[config.mk]
export PLATFORM = sky130hd
export DESIGN_NAME = mst_fifo_chn_sched_flat
export DESIGN_NICKNAME = d
export VERILOG_FILES = /design/src/rtl/mst_fifo_chn_sched_if.sv /design/src/rtl/mst_fifo_chn_sched.sv /design/src/flat_wrapper.sv
export SDC_FILE = /design/constraint.sdc
export NUM_CORES = 1
export LEC_CHECK = 0
export BUFFER_PORTS_ARGS = -buffer_cell sky130_fd_sc_hd__buf_2
export CORE_MARGIN = 8
export CORE_UTILIZATION = 50
export DETAILED_ROUTE_END_ITERATION = 16
export PLACE_DENSITY = 0.8
export SLEW_MARGIN = 0
export SYNTH_ARGS = -nofsm -noshare
export SYNTH_HDL_FRONTEND = slang
export SYNTH_SLANG_ARGS = --single-unit
[constraint.sdc]
create_clock -name clk -period 2.84 [get_ports clk]
set_input_delay 0.284 -clock clk [delete_from_list [all_inputs] [get_ports clk]]
set_output_delay 0.284 -clock clk [all_outputs]
set_load 0.01 [all_outputs]
[src/rtl/mst_fifo_chn_sched_if.sv]
// -----------------------------------------------------------------------------
// mst_fifo_chn_sched_if
// Bundles the signals between the FT600 master FSM / status path and the
// channel scheduler.
//   master modport : the FT600 master side. It drives status, levels, quota and
//                    beat/done strobes, and receives the grant.
//   slave modport  : the scheduler. It receives status, levels, quota and
//                    strobes, and drives the grant.
// Signals:
//   mltcn, stat_vld, stat_rxf_n[3:0], stat_txe_n[3:0], ififoafull[3:0],
//   src_nempt[3:0], quota[QW-1:0], txn_beat, txn_done        (to scheduler)
//   grant_vld, grant_chn[1:0], grant_dir, quota_hit,
//   beat_cnt[QW-1:0]                                          (from scheduler)
// -----------------------------------------------------------------------------
interface mst_fifo_chn_sched_if #(
    parameter int QW = 8
);
    logic          mltcn;
    logic          stat_vld;
    logic [3:0]    stat_rxf_n;
    logic [3:0]    stat_txe_n;
    logic [3:0]    ififoafull;
    logic [3:0]    src_nempt;
    logic [QW-1:0] quota;
    logic          txn_beat;
    logic          txn_done;
    logic          grant_vld;
    logic [1:0]    grant_chn;
    logic          grant_dir;
    logic          quota_hit;
    logic [QW-1:0] beat_cnt;

    modport master (
        output mltcn, stat_vld, stat_rxf_n, stat_txe_n, ififoafull, src_nempt,
               quota, txn_beat, txn_done,
        input  grant_vld, grant_chn, grant_dir, quota_hit, beat_cnt
    );

    modport slave (
        input  mltcn, stat_vld, stat_rxf_n, stat_txe_n, ififoafull, src_nempt,
               quota, txn_beat, txn_done,
        output grant_vld, grant_chn, grant_dir, quota_hit, beat_cnt
    );
endinterface

[src/rtl/mst_fifo_chn_sched.sv]
// -----------------------------------------------------------------------------
// mst_fifo_chn_sched
// Picks the next channel (0..3) and direction (0 = read FT600->FPGA,
// 1 = write FPGA->FT600) for the FT600 master FSM. The choice uses the latched
// FT600 status word and the internal FIFO/prefetch levels. Channels are scanned
// round-robin from rr_ptr. When a channel can go both ways, the direction
// alternates. A per-grant beat counter raises quota_hit once the quota is
// reached. In 245 mode (mltcn=0) only channel 0 is considered.
// Ports:
//   clk    : clock
//   rst_n  : asynchronous active-low reset
//   bus    : mst_fifo_chn_sched_if.slave (status/levels/strobes in, grant out)
// -----------------------------------------------------------------------------
module mst_fifo_chn_sched #(
    parameter int QW = 8
) (
    input  logic                  clk,
    input  logic                  rst_n,
    mst_fifo_chn_sched_if.slave   bus
);

    typedef enum logic [2:0] {
        S_IDLE  = 3'b001,
        S_EVAL  = 3'b010,
        S_GRANT = 3'b100
    } state_e;

    state_e        state_q, state_d;
    logic [3:0]    rxf_q, rxf_d;
    logic [3:0]    txe_q, txe_d;
    logic [1:0]    rr_ptr_q, rr_ptr_d;
    logic [3:0]    last_dir_q, last_dir_d;
    logic          grant_vld_q, grant_vld_d;
    logic [1:0]    grant_chn_q, grant_chn_d;
    logic          grant_dir_q, grant_dir_d;
    logic          quota_hit_q, quota_hit_d;
    logic [QW-1:0] beat_cnt_q, beat_cnt_d;

    logic [3:0]    chn_mask_s;
    logic [3:0]    rd_ok_s;
    logic [3:0]    wr_ok_s;
    logic          win_vld_s;
    logic [1:0]    win_chn_s;
    logic          win_dir_s;

    // Per-channel eligibility from latched status; 245 mode masks off ch1..3
    always_comb begin
        chn_mask_s = bus.mltcn ? 4'hF : 4'h1;
        rd_ok_s    = ~rxf_q & ~bus.ififoafull & chn_mask_s;
        wr_ok_s    = ~txe_q & bus.src_nempt & chn_mask_s;
    end

    // Round-robin scan starting at rr_ptr; first eligible channel wins
    always_comb begin
        logic [1:0] idx;
        win_vld_s = 1'b0;
        win_chn_s = 2'd0;
        win_dir_s = 1'b0;
        idx       = 2'd0;
        for (int i = 0; i < 4; i++) begin
            idx = rr_ptr_q + 2'(i);
            if (!win_vld_s && (rd_ok_s[idx] || wr_ok_s[idx])) begin
                win_vld_s = 1'b1;
                win_chn_s = idx;
                // both directions possible: alternate against the last one used
                win_dir_s = (rd_ok_s[idx] && wr_ok_s[idx]) ? ~last_dir_q[idx]
                                                           : wr_ok_s[idx];
            end else begin
                idx = rr_ptr_q + 2'(i);
            end
        end
    end

    // Next-state, status latch, grant and beat-counter logic
    always_comb begin
        state_d     = state_q;
        rxf_d       = bus.stat_vld ? bus.stat_rxf_n : rxf_q;
        txe_d       = bus.stat_vld ? bus.stat_txe_n : txe_q;
        rr_ptr_d    = bus.mltcn ? rr_ptr_q : 2'd0;
        last_dir_d  = last_dir_q;
        grant_vld_d = grant_vld_q;
        grant_chn_d = grant_chn_q;
        grant_dir_d = grant_dir_q;
        quota_hit_d = quota_hit_q;
        beat_cnt_d  = beat_cnt_q;

        case (state_q)
            S_IDLE: begin
                state_d = bus.stat_vld ? S_EVAL : S_IDLE;
            end
            S_EVAL: begin
                if (win_vld_s) begin
                    state_d     = S_GRANT;
                    grant_vld_d = 1'b1;
                    grant_chn_d = win_chn_s;
                    grant_dir_d = win_dir_s;
                    beat_cnt_d  = {QW{1'b0}};
                    quota_hit_d = 1'b0;
                    // consume the status bit so it cannot re-grant without a new strobe
                    if (win_dir_s) begin
                        txe_d[win_chn_s] = 1'b1;
                    end else begin
                        rxf_d[win_chn_s] = 1'b1;
                    end
                end else begin
                    state_d = S_IDLE;
                end
            end
            S_GRANT: begin
                if (bus.txn_beat && (beat_cnt_q != {QW{1'b1}})) begin
                    beat_cnt_d = beat_cnt_q + QW'(1);
                end else begin
                    beat_cnt_d = beat_cnt_q;
                end
                // compare against the updated count so quota_hit lines up with beat_cnt
                quota_hit_d = quota_hit_q |
                              ((bus.quota != {QW{1'b0}}) && (beat_cnt_d >= bus.quota));
                if (bus.txn_done) begin
                    state_d                 = S_IDLE;
                    grant_vld_d             = 1'b0;
                    quota_hit_d             = 1'b0;
                    last_dir_d[grant_chn_q] = grant_dir_q;
                    rr_ptr_d                = bus.mltcn ? (grant_chn_q + 2'd1) : 2'd0;
                end else begin
                    state_d = S_GRANT;
                end
            end
            default: begin
                state_d     = S_IDLE;
                grant_vld_d = 1'b0;
            end
        endcase
    end

    // State and output registers
    always_ff @(posedge clk or negedge rst_n) begin
        if (!rst_n) begin
            state_q     <= S_IDLE;
            rxf_q       <= 4'hF;
            txe_q       <= 4'hF;
            rr_ptr_q    <= 2'd0;
            last_dir_q  <= 4'h0;
            grant_vld_q <= 1'b0;
            grant_chn_q <= 2'd0;
            grant_dir_q <= 1'b0;
            quota_hit_q <= 1'b0;
            beat_cnt_q  <= {QW{1'b0}};
        end else begin
            state_q     <= state_d;
            rxf_q       <= rxf_d;
            txe_q       <= txe_d;
            rr_ptr_q    <= rr_ptr_d;
            last_dir_q  <= last_dir_d;
            grant_vld_q <= grant_vld_d;
            grant_chn_q <= grant_chn_d;
            grant_dir_q <= grant_dir_d;
            quota_hit_q <= quota_hit_d;
            beat_cnt_q  <= beat_cnt_d;
        end
    end

    assign bus.grant_vld = grant_vld_q;
    assign bus.grant_chn = grant_chn_q;
    assign bus.grant_dir = grant_dir_q;
    assign bus.quota_hit = quota_hit_q;
    assign bus.beat_cnt  = beat_cnt_q;

endmodule

[src/flat_wrapper.sv]
// flat-port wrapper written by rule: the top's interface ports become plain ports
module mst_fifo_chn_sched_flat 
#(
    parameter int QW = 8
)
  (clk, rst_n, bus_mltcn, bus_stat_vld, bus_stat_rxf_n, bus_stat_txe_n, bus_ififoafull, bus_src_nempt, bus_quota, bus_txn_beat, bus_txn_done, bus_grant_vld, bus_grant_chn, bus_grant_dir, bus_quota_hit, bus_beat_cnt);
  mst_fifo_chn_sched_if #(.QW(QW)) bus_i ();
  input  logic clk;
  input  logic rst_n;
  input wire logic [$bits(bus_i.mltcn)-1:0] bus_mltcn;
  input wire logic [$bits(bus_i.stat_vld)-1:0] bus_stat_vld;
  input wire logic [$bits(bus_i.stat_rxf_n)-1:0] bus_stat_rxf_n;
  input wire logic [$bits(bus_i.stat_txe_n)-1:0] bus_stat_txe_n;
  input wire logic [$bits(bus_i.ififoafull)-1:0] bus_ififoafull;
  input wire logic [$bits(bus_i.src_nempt)-1:0] bus_src_nempt;
  input wire logic [$bits(bus_i.quota)-1:0] bus_quota;
  input wire logic [$bits(bus_i.txn_beat)-1:0] bus_txn_beat;
  input wire logic [$bits(bus_i.txn_done)-1:0] bus_txn_done;
  output wire logic [$bits(bus_i.grant_vld)-1:0] bus_grant_vld;
  output wire logic [$bits(bus_i.grant_chn)-1:0] bus_grant_chn;
  output wire logic [$bits(bus_i.grant_dir)-1:0] bus_grant_dir;
  output wire logic [$bits(bus_i.quota_hit)-1:0] bus_quota_hit;
  output wire logic [$bits(bus_i.beat_cnt)-1:0] bus_beat_cnt;
  assign bus_i.mltcn = bus_mltcn;
  assign bus_i.stat_vld = bus_stat_vld;
  assign bus_i.stat_rxf_n = bus_stat_rxf_n;
  assign bus_i.stat_txe_n = bus_stat_txe_n;
  assign bus_i.ififoafull = bus_ififoafull;
  assign bus_i.src_nempt = bus_src_nempt;
  assign bus_i.quota = bus_quota;
  assign bus_i.txn_beat = bus_txn_beat;
  assign bus_i.txn_done = bus_txn_done;
  assign bus_grant_vld = bus_i.grant_vld;
  assign bus_grant_chn = bus_i.grant_chn;
  assign bus_grant_dir = bus_i.grant_dir;
  assign bus_quota_hit = bus_i.quota_hit;
  assign bus_beat_cnt = bus_i.beat_cnt;
  mst_fifo_chn_sched #(.QW(QW)) u_core (.clk(clk), .rst_n(rst_n), .bus(bus_i));
endmodule
==> out/qor.csv, run 1 <==
stage,metric,value,unit
setup_path,Crit Path Class,reg -> reg,
clocking,worst skew pair latency,0.29,ns
floorplan,IO Pins,43,
placed_design,DPL Wire Length,4.856,mm
grt,gr usage total,0.1757,
timing,RSZ-0062 raised after global routing,no,
setup_path,"Max FO, Critical Path",6,
clocking,TritonCTS clock tree,yes,
grt,first-pass GRT wire length,10.58,mm
floorplan,Chip Width,86.32,um
layout,synthesis-to-layout area growth,14.02,%
logic_synthesis,sequential-to-total area share from yosys stat,0.3082,
floorplan,Starting Density,0.5200,
routing,via count,2303,
logic_synthesis,Yosys reg bits,30,
timing,Tightest Pin Transition,0.6999,ns
logic_synthesis,"FFs w/ async S/R, synth",1.000,
setup_path,Slowest cell on crit path,or4_1,
timing,Setup TNS,0,ns
hold_path,Min-Delay Path Class,in -> async,
floorplan,Die Area,7451,um^2
setup_path,Critical Path AT,2.77,ns
setup_path,"most used cell, CP",ha_1,
run,MaxCap Viol Count,0,
logic_synthesis,Synth cell types,66,
timing,fmax,384.7,MHz
power,Final Power,1.468,mW
grt,met1 Use GR,0.2168,
setup_path,CP max stage delay,0.50,ns
clocking,Clock Path Buffers,2,
power,Pleak,1.330,nW
routing,DRT antenna net count,0,
logic_synthesis,Post-Syn Instances,265,
routing,DRC viols,0,
floorplan,core area,4755,um^2
routing,1st-pass router iterations,4,
grt,met3 Use GR,0.03781,
grt,GRT overflow,0,
logic_synthesis,Mean Syn Cell Area,9.330,um^2
placed_design,IO buf count,42,
floorplan,Placement Rows,25,
setup_path,Setup crit end kind,flip-flop,
timing,final setup skew,0.009943,ns
logic_synthesis,syn nets,308,
timing,relative slew slack,0.5334,
layout,layout cells sized above 1,0.2695,
logic_synthesis,Synthesis Warnings,0,
routing,DR vias/cell,6.141,
grt,GR Layer Usage met2,0.2813,
clocking,clk sinks,30,
timing,Max Slew Vio Count,0,
grt,vias in the first global route,2259,
placed_design,GP Congestion,0.9060,
clocking,H-tree depth,2,
routing,initial DRC count,229,
setup_path,Setup crit start kind,flip-flop,
timing,Final Cycle Share,0.9152,
logic_synthesis,Mapped Area,2472,um^2
clocking,"Reg clk slew, reported paths",0.07,ns
timing,Final Hold Violating Endpoints,0,
logic_synthesis,Post-synth EDFFs,0,
setup_path,Worst Path Required,3.01,ns
routing,wire length per cell,16.71,um
layout,ANT cells,0,
power,Pwr per Cell Area,520.7,nW/um^2
grt,largest net degree at the start of global routing,31,
grt,antenna violations before repair,0,
floorplan,Die Y,86.32,um
setup_path,crit-path cells,"ha_1, nand4_1, o21a_1, and2_1, nand3_1, xnor2_1, ha_1, or4_1, a21oi_1, o31ai_1",
run_status,outcome,"complete, no violations",
power,peak supply drop,0.2758,mV
layout,nets,351,
timing,count of final setup violators,0,
logic_synthesis,Main synth FF type,dfrtp_1,
grt,gr busiest metal,met2,
routing,final wirelength,6.266,mm
clocking,Root Buffer,clkbuf_8,
timing,final worst path period need,2.599,ns
clocking,TritonCTS buffer count,5,
==> final cells by class <==
type	count	area (um^2)
multi-input combinational	211	1600
inverter	13	48.80
sequential	30	762.0
clock buffer	7	76.32
fill	447	1936
tap	67	83.83
timing repair buffer	47	247.7
==> state kept, by name, indices dropped and copies added, names as in the netlist <==
register	flops
u_core.bus.grant_vld	1
u_core.bus.grant_chn	2
u_core.state_q	3
u_core.bus.beat_cnt	8
u_core.rxf_q	4
u_core.bus.grant_dir	1
u_core.bus.quota_hit	1
u_core.rr_ptr_q	2
u_core.txe_q	4
u_core.last_dir_q	4
==> path summary, 6_finish.rpt <==
path,start,end,slack [ns],cells after the start
hold reg to reg,u_core.state_q[2],u_core.state_q[1],0.53,1
max in group asynchronous,rst_n,u_core.bus.beat_cnt[7],2.34,1
min in group clk,bus_stat_txe_n[0],u_core.txe_q[0],0.22,3
setup / recovery,u_core.bus.beat_cnt[0],u_core.bus.quota_hit,0.24,10
hold / removal,rst_n,u_core.bus.quota_hit,0.05,1
setup reg to reg,u_core.bus.beat_cnt[0],u_core.bus.quota_hit,0.24,10
==> timing repair <==
action | in CTS | in global routing
endpoints found under the setup margin | 0 | 1
buffers inserted | 0 | 0
gates resized for setup | 0 | 1
endpoints found under the hold margin | 0 | 0
hold buffers | 0 | 0
==> Yosys cell counts (3+ instances only) <==
master	number	area, um^2
o21ai_0	11	55.05
a21o_1	10	75.07
o21a_1	3	22.52
nand2b_1	4	25.02
nand4_1	3	18.77
xnor2_1	7	61.31
o31ai_1	9	67.56
mux4_2	3	67.56
a21oi_1	9	45.04
nor3_1	5	25.02
o21ai_1	3	15.01
ha_1	13	162.7
a31oi_1	3	18.77
dfstp_2	9	236.5
nand3_1	7	35.03
clkbuf_1	5	18.77
o211ai_1	4	30.03
inv_1	13	48.80
dfrtp_1	21	525.5
mux2i_1	11	110.1
mux2_2	8	90.09
nor4_1	3	18.77
nand2_1	25	93.84
nor2_1	16	60.06
and3_1	3	18.77
buf_2	4	20.02
==> layer usage <==
metal	routed length, um	up-vias
li1	-	1090
met2	2989	80
met5	0	-
met3	361	11
met4	143	0
met1	2772	1122
==> layout by cell type (no fill, tap or decap), drive strengths merged, types with 2 or more instances in the layout <==
| master | n |
|---|---|
| a2111oi | 2 |
| a211oi | 3 |
| o21ai | 14 |
| buf | 47 |
| o22a | 2 |
| nand3 | 7 |
| mux2i | 11 |
| o22ai | 2 |
| mux2 | 8 |
| dfstp | 9 |
| inv | 13 |
| o211ai | 4 |
| a32o | 2 |
| nand2b | 4 |
| o32a | 2 |
| a21o | 10 |
| ha | 13 |
| nor2 | 17 |
| clkbuf | 7 |
| mux4 | 3 |
| a31oi | 3 |
| nor3b | 4 |
| a21oi | 9 |
| a32oi | 2 |
| nand4 | 3 |
| a211o | 2 |
| nand2 | 26 |
| and2 | 3 |
| o31ai | 10 |
| xnor2 | 7 |
| o41ai | 2 |
| o21a | 3 |
| and3 | 3 |
| nor3 | 6 |
| nand3b | 2 |
| nor4 | 3 |
| dfrtp | 21 |
==> kinds of logic after synthesis <==
group | synth area share
simple gates | 0.1928
compound gates | 0.2520
flops | 0.3082
buf+inv | 0.04454
mux | 0.1083
fa+ha+maj | 0.06579
xor+xnor | 0.02834
==> critical path, delay by kind of cell, from the launching register on <==
kind,cells,cell delay [ns]
AND/OR/NAND/NOR,4,1.02
AO/OA/AOI/OAI,3,0.45
flip-flops,1,0.44
adder cells (fa/ha/maj),2,0.42
XOR/XNOR,1,0.16
==> power by group <==
part | switching (mW) | internal (mW) | leakage [nW]
registers | 0.102 | 0.523 | 0.383
clock network | 0.160 | 0.168 | 0.0383
logic | 0.283 | 0.232 | 0.909
==> stage by stage <==
stage | setup slack, ns | area (um^2) | cells | hold WS [ns] | utilization
after floorplan | 0.2723 | 2472 | 265 | -0.01159 | -
after global placement | 0.2727 | 2743 | 368 | 0.3550 | 0.5768
after detailed placement | 0.1719 | 2743 | 368 | 0.3642 | 0.5768
after CTS | 0.1638 | 2819 | 375 | 0.05035 | 0.5929
after global routing | 0.03896 | 2819 | 375 | 0.08063 | 0.5929
final | 0.2408 | 2819 | 375 | 0.04574 | 0.5929
Note: power is estimated with default switching activity, not from simulation.
==> run 2, diff against run 1 <==
CORE_MARGIN = 5   (was 8)
==> run 2 against run 1 <==
Via count fell by 2.0%. Clock power hardly changed. Combinational power shrank 0.8%. Sequential share of layout area decreased by 0.14 points. Non-clock buffer count up 2. Register-to-register slack lost 0.04 ns. Power fell by 0.54%. Clock skew fell by 0.00055 ns. Global-route usage rose by 2.9 points. Largest power group unchanged.
==> out/qor.csv, run 2 (synthesis results as in run 1) <==
stage,metric,value,unit
floorplan,Placement Rows,25,
setup_path,Slowest cell on crit path,or4_1,
timing,Tightest Pin Transition,0.6950,ns
run,MaxCap Viol Count,0,
setup_path,crit-path cells,"ha_1, nand4_1, o21a_1, and2_1, nand3_1, xnor2_1, ha_1, or4_1, a21oi_1, o31ai_1",
setup_path,Critical Path AT,2.80,ns
layout,nets,353,
routing,DRC viols,0,
setup_path,Setup crit start kind,flip-flop,
setup_path,"most used cell, CP",ha_1,
clocking,TritonCTS buffer count,5,
placed_design,GP Congestion,0.9435,
placed_design,DPL Wire Length,4.606,mm
layout,"commonest non-fill, non-tap cell in the layout",buf_2,
power,Final Power,1.460,mW
setup_path,CP max stage delay,0.51,ns
routing,DRT antenna net count,0,
timing,Final Hold Violating Endpoints,0,
floorplan,Starting Density,0.5200,
timing,count of final setup violators,0,
routing,via count,2258,
grt,vias in the first global route,2146,
layout,cell area after layout,2834,um^2
floorplan,core area,4755,um^2
clocking,clk sinks,30,
timing,final setup skew,0.009389,ns
power,Pleak,1.342,nW
timing,final worst path period need,2.638,ns
grt,GRT overflow,0,
clocking,Root Buffer,clkbuf_8,
hold_path,Min-Delay Path Class,in -> async,
placed_design,IO buf count,42,
layout,fin cells,377,
grt,first-pass GRT wire length,10.30,mm
floorplan,Die Y,80.32,um
routing,final wirelength,6.057,mm
floorplan,Die Area,6451,um^2
run_status,outcome,"complete, no violations",
grt,largest net degree at the start of global routing,31,
placed_design,Cells after DPL,370,
timing,RSZ-0062 raised after global routing,no,
layout,ANT cells,0,
timing,Final Cycle Share,0.9289,
clocking,H-tree depth,2,
layout,"commonest cells after routing, fill and taps aside","buf_2 (42), nand2_1 (25), dfrtp_1 (21)",
timing,Setup TNS,0,ns
clocking,Clock Path Buffers,2,
routing,initial DRC count,233,
routing,DR vias/cell,5.989,
power,Pwr per Cell Area,515.2,nW/um^2
timing,Max Slew Vio Count,0,
routing,wire length per cell,16.07,um
timing,fmax,379.1,MHz
setup_path,"Max FO, Critical Path",6,
setup_path,Worst Path Required,3.00,ns
clocking,worst skew pair latency,0.29,ns
floorplan,Chip Width,80.32,um
layout,layout cells sized above 1,0.2742,
layout,max reg flops,8,
setup_path,Setup crit end kind,flip-flop,
grt,antenna violations before repair,0,
clocking,TritonCTS clock tree,yes,
routing,1st-pass router iterations,5,
power,peak supply drop,0.3609,mV
clocking,"Reg clk slew, reported paths",0.07,ns
setup_path,Crit Path Class,reg -> reg,
grt,gr usage total,0.2044,
floorplan,IO Pins,43,
layout,synthesis-to-layout area growth,14.63,%
setup_path,R2R Setup Slk,0.20,ns
timing,relative slew slack,0.5367,
placed_design,Placed Area,2758,um^2
==> run 2: cell count changes in the layout (fill, tap and decap cells not counted), sizes merged <==
cell  previous run  this run
buf             47        49
==> run 2: worst paths after layout <==
path                                        start                      to  cells after the start
setup reg to reg           u_core.bus.beat_cnt[0]    u_core.bus.quota_hit                     10
max in group asynchronous                   rst_n  u_core.bus.beat_cnt[6]                      1
hold reg to reg                 u_core.state_q[2]       u_core.state_q[1]                      1
min in group clk                bus_stat_txe_n[0]         u_core.txe_q[0]                      3
setup / recovery           u_core.bus.beat_cnt[0]    u_core.bus.quota_hit                     10
hold / removal                              rst_n      u_core.rr_ptr_q[0]                      1
==> run 2: report_power, final <==
part / switching [mW] / internal [mW]
clock network: 0.160 / 0.168
logic: 0.280 / 0.229
registers: 0.0985 / 0.523
==> run 2: layout make-up <==
type                            instances  area, um^2
Clock buffer                            7       76.32
Fill cell                             431        1921
Inverter                               13       48.80
Multi-Input combinational cell        211        1600
Sequential cell                        30       762.0
Tap cell                               67       83.83
Timing Repair Buffer                   49       262.8
==> run 2: metrics by stage <==
stage | utilization | hold slack [ns] | setup slack, ns
2_1_floorplan | - | -0.01159 | 0.2723
6_report | 0.5961 | 0.04475 | 0.2020
4_1_cts | 0.5961 | 0.07320 | 0.1436
3_3_place_gp | 0.5800 | 0.3532 | 0.2804
5_1_grt | 0.5961 | 0.1036 | 0.01898
3_5_place_dp | 0.5800 | 0.3776 | 0.1548
==> run 2: routing by layer <==
| metal | up-vias | wire length [um] | track usage |
|---|---|---|---|
| li1 | 1102 | - | - |
| met1 | 1061 | 2742 | 0.2729 |
| met2 | 83 | 2829 | 0.3245 |
| met4 | 0 | 99 | 0.07095 |
| met5 | - | 0 | 0 |
| met3 | 12 | 387 | 0.04596 |
==> run 2: repair_timing <==
action                     in CTS  in global routing
resized for setup               0                  1
hold buffers                    0                  0
setup endpoints to repair       0                  1
setup buffers                   0                  0
==> run 2: critical path: cells and delay by family (launching register included) <==
| kind | cells | cell delay [ns] |
|---|---|---|
| fa+ha+maj | 2 | 0.42 |
| simple gates | 4 | 1.04 |
| xor+xnor | 1 | 0.16 |
| flops | 1 | 0.44 |
| compound gates | 3 | 0.46 |
